File: src/rtl/sync_fifo_ctl.sv
// sync_fifo_ctl: single-clock FIFO with programmable thresholds, fill level, flush and sticky error flags
module sync_fifo_ctl #(
  parameter int    DSIZE       = 8,
  parameter int    ASIZE       = 4,
  parameter string FALLTHROUGH = "TRUE"
) (
  input  logic             clk,
  input  logic             rst_n,
  input  logic             flush,
  input  logic             winc,
  input  logic [DSIZE-1:0] wdata,
  output logic             wfull,
  output logic             awfull,
  input  logic             rinc,
  output logic [DSIZE-1:0] rdata,
  output logic             rempty,
  output logic             arempty,
  output logic [ASIZE:0]   level,
  input  logic [ASIZE:0]   afull_thresh,
  input  logic [ASIZE:0]   aempty_thresh,
  output logic             overflow,
  output logic             underflow,
  input  logic             err_clr
);
  localparam int DEPTH = 1 << ASIZE;
  localparam logic [ASIZE:0] FULL = {1'b1, {ASIZE{1'b0}}};
  logic [DSIZE-1:0] mem [DEPTH];
  logic [ASIZE-1:0] waddr, raddr;
  logic             we, re;
  assign wfull   = level == FULL;
  assign rempty  = level == '0;
  assign awfull  = level >= afull_thresh;
  assign arempty = level <= aempty_thresh;
  assign we      = winc && !wfull && !flush;
  assign re      = rinc && !rempty && !flush;
  // storage array; never reset, flush leaves contents in place
  always_ff @(posedge clk)
    if (we) mem[waddr] <= wdata;
  // pointers and fill level; flush empties without touching memory
  always_ff @(posedge clk or negedge rst_n)
    if (!rst_n) begin
      waddr <= '0;
      raddr <= '0;
      level <= '0;
    end else if (flush) begin
      waddr <= '0;
      raddr <= '0;
      level <= '0;
    end else begin
      if (we) waddr <= waddr + 1'b1;
      if (re) raddr <= raddr + 1'b1;
      if (we != re) level <= we ? level + 1'b1 : level - 1'b1;
    end
  // sticky errors; a new error in the clearing cycle wins over err_clr
  always_ff @(posedge clk or negedge rst_n)
    if (!rst_n) begin
      overflow  <= 1'b0;
      underflow <= 1'b0;
    end else begin
      overflow  <= (winc && wfull && !flush) || (overflow && !err_clr);
      underflow <= (rinc && rempty && !flush) || (underflow && !err_clr);
    end
  if (FALLTHROUGH == "TRUE") begin : g_ft
    assign rdata = mem[raddr];
  end else begin : g_reg
    logic [DSIZE-1:0] rdata_q;
    // registered read port, loads only on an accepted pop
    always_ff @(posedge clk or negedge rst_n)
      if (!rst_n) rdata_q <= '0;
      else if (re) rdata_q <= mem[raddr];
    assign rdata = rdata_q;
  end
endmodule

File: config.mk
export PLATFORM = sky130hd
export DESIGN_NAME = sync_fifo_ctl
export DESIGN_NICKNAME = d
export VERILOG_FILES = /design/src/rtl/sync_fifo_ctl.sv
export SDC_FILE = /design/constraint.sdc
export NUM_CORES = 1
export LEC_CHECK = 0
export CORE_ASPECT_RATIO = 2
export CORE_MARGIN = 4
export CORE_UTILIZATION = 61
export CTS_BUF_LIST = sky130_fd_sc_hd__clkbuf_4 sky130_fd_sc_hd__clkbuf_8
export DETAILED_ROUTE_END_ITERATION = 7
export MAX_ROUTING_LAYER = met4
export PLACE_DENSITY = 0.84
export SKIP_LAST_GASP = 1
export SLEW_MARGIN = 20
export SYNTH_ARGS = -nofsm -noshare
export SYNTH_HDL_FRONTEND = slang
export SYNTH_SLANG_ARGS = --single-unit
File: constraint.sdc
create_clock -name clk -period 3.1 [get_ports clk]
set_input_delay 0.465 -clock clk [delete_from_list [all_inputs] [get_ports clk]]
set_output_delay 0.465 -clock clk [all_outputs]
set_load 0.01 [all_outputs]
==> results.sh <==
export IMPL_rr_worst_depth=10
export IMPL_power_leakage_uw=0.00257
export IMPL_root_buffer="clkbuf_8"
export IMPL_netlist_area_leader_share=0.632
export IMPL_grt_max_degree=34
export IMPL_clock_path_buffers=2
export IMPL_finalWorstSetupSlack_ns=0.0888
export IMPL_synth_common_cells="edfxtp_1, mux4_2, nor2_1, ha_1"
export IMPL_seq_area_frac_synth=0.694
export IMPL_cts_tree="built"
export IMPL_endpoint="rdata[5]"
export IMPL_p_total_uw=5270
export IMPL_drive_above_1_share=0.266
export IMPL_fillers=547
export IMPL_post_place_ws_ns=0.0925
export IMPL_critPathLaunchType="register"
export IMPL_start_util=0.623
export IMPL_yosys_area_top_type="edfxtp_1"
export IMPL_nets=452
export IMPL_cp_startpoint="raddr[0]$_DFFE_PN0P_"
export IMPL_maxCapViolCount=0
export IMPL_drt_iter0_markers=205
export IMPL_fin_crit_sh=0.971
export IMPL_hpwl_um=8190
export IMPL_fin_crit_ns=3.01
export IMPL_cp_max_fo=14
export IMPL_final_max_slew_viol_count=0
export IMPL_vias=3255
export IMPL_reg2reg_setup_slack_ns=0.36
export IMPL_core_area_um2=9760
export IMPL_row_count=51
export IMPL_ys_flop_type="edfxtp_1"
export IMPL_max_slew_margin=0.544
export IMPL_min_path_type="in2async"
export IMPL_tightest_slew_ns=0.682
export IMPL_syn_avg_cell_area_um2=18.4
export IMPL_status="finished clean"
export IMPL_irDropWorstVdd_mv=0.598
export IMPL_reg2reg_from="level[1]$_DFFE_PN0P_"
export IMPL_numPortBuffers=42
export IMPL_setup_viol=0
export IMPL_layout_area_seq_um2=4220
export IMPL_rsz0062_at_grt="no"
export IMPL_power_density_nw_per_um2=719
export IMPL_synthArstFlopShare=0.105
export IMPL_required_ns=2.63
export IMPL_synth_cells=331
export IMPL_first_global_vias=3504
export IMPL_r2r_end="level[4]$_DFFE_PN0P_"
export IMPL_yosysWarnings=0
export IMPL_clock_sinks=143
export IMPL_clkTransAtPathRegs_ns=0.07
export IMPL_synth_edf_count=128
export IMPL_worst_ep_arrival_time_ns=2.55
export IMPL_yosysMostFrequentCell="edfxtp_1"
export IMPL_crit_path_end_kind="output pin"
export IMPL_drt_total_wl_um=12100
export IMPL_synth_distinct_cells=35
export IMPL_syn_area_um2=6080
export IMPL_ys_ff_latch=143
export IMPL_hold_violations=0
export IMPL_fp_dieH_um=149
export IMPL_antenna_cells=0
export IMPL_drtPass1Iterations=4
export IMPL_via_per_inst=5.89
export IMPL_grt_pass1_wl_um=19200
export IMPL_hold_buffers=0
export IMPL_cts_max_level=4
export IMPL_gp_congestion=0.803
export IMPL_ant_nets=0
export IMPL_die_w_um=78.6
export IMPL_grt_overflow_total=0
export IMPL_multiInputGateArea_um2=1720
export IMPL_antenna_found_initial=0
export IMPL_io_pins=43
export IMPL_synth_nets=375
export IMPL_die_area_um2=11700
export IMPL_insertion_delay_ns=0.43
export IMPL_clock_skew_ns=0.0104
export IMPL_drc=0
export IMPL_max_freq_mhz=332
export IMPL_worst_setup_path_type="reg2out"
export IMPL_grt_usage=0.237
export IMPL_cts_made_buffers=17
export IMPL_synth_area_leaders="edfxtp_1, mux4_2, dfrtp_1, ha_1, nor2_1"
export IMPL_finalSetupTns_ns=0
export IMPL_wl_per_cell_um=21.8
export IMPL_syn2layout_area_growth_pct=20.6
repair_timing:
action,4_1_cts,5_1_grt
endpoints found under the setup margin,5,6
setup buffers,1,6
resized for setup,4,5
cloned,1,0
placed cells by master (no fill, tap or decap), types with 2 or more instances in the layout:
cell type and count:
nor3_1 5, clkinv_2 3, xnor2_1 4, nand2b_1 3, buf_12 3, nor2b_1 4
dfrtp_1 13, nand3_1 3, mux4_2 40, ha_1 19, o21a_1 4, edfxtp_1 128
nand2_1 11, dlymetal6s2s_1 4, nand3b_1 3, a21oi_1 5, clkbuf_8 20, o21ai_0 3
clkinvlp_4 3, nand4_1 4, bufinv_16 4, buf_4 28, dfrtp_2 2, clkdlybuf4s50_1 35
xor2_1 4, dlygate4sd2_1 3, mux2_2 5, nor2_1 27, inv_1 15, a31oi_1 2
report_power, final:
group / switching [uW] / internal (uW)
sequential: 91.6 / 2170
combinational: 611 / 799
clock: 662 / 943
total: 1360 / 3910
layer usage:
metal | share of wire | track usage | vias to the layer above
met2 | 0.59 | 0.420 | 103
met5 | 0 | - | -
met1 | 0.34 | 0.261 | 1679
met3 | 0.046 | 0.0441 | 19
met4 | 0.025 | 0.0884 | 0
li1 | - | - | 1454
flip-flops by register name, summed over array words and instances, names as in the netlist:
name / count
raddr: 4
mem: 128
overflow: 1
level: 5
underflow: 1
waddr: 4
area by class of cell:
class,instances,share of cell area
clock buffer,21,0.0386
clock inverter,11,0.0220
inverter,15,0.00768
multi-input combinational,157,0.235
sequential,143,0.576
tap,132,0.0225
timing repair buffer,74,0.0988
worst min-delay path by stage:
stage          cells after the start                   end           startpoint
6_report                           1  raddr[1]$_DFFE_PN0P_                rst_n
5_1_grt                            1  level[4]$_DFFE_PN0P_                rst_n
4_1_cts                            1    overflow$_DFF_PN0_                rst_n
3_5_place_dp                       2    overflow$_DFF_PN0_   overflow$_DFF_PN0_
3_3_place_gp                       2   underflow$_DFF_PN0_  underflow$_DFF_PN0_
2_1_floorplan                      0  level[0]$_DFFE_PN0P_                rst_n
stage by stage:
stage | cells | utilization | hold slack, ns | instance area (um2)
2_1_floorplan | 331 | - | 0.169 | 6080
3_3_place_gp | 513 | 0.695 | 0.533 | 6790
3_5_place_dp | 513 | 0.695 | 0.535 | 6790
4_1_cts | 547 | 0.745 | 0.447 | 7280
5_1_grt | 553 | 0.751 | 0.477 | 7330
6_report | 553 | 0.751 | 0.445 | 7330
worst max-delay path, cell delays in order (launching register included):
cell and delay, ns:
dfrtp_2 0.40, buf_12 0.17, mux4_2 0.54, mux4_2 0.50, clkdlybuf4s50_1 0.49
kinds of logic (layout without fill, tap and decap cells):
group,Yosys count,in the layout,synth area share
DFF,143,143,0.694
and+or+nand+nor,65,65,0.0508
muxes,46,46,0.159
buffers and inverters,31,121,0.0228
adders and majority gates,20,20,0.0424
AOI/OAI and AO/OA,18,18,0.0191
xor gates and xnor gates,8,8,0.0115
Note: power is estimated with default switching activity, not from simulation.
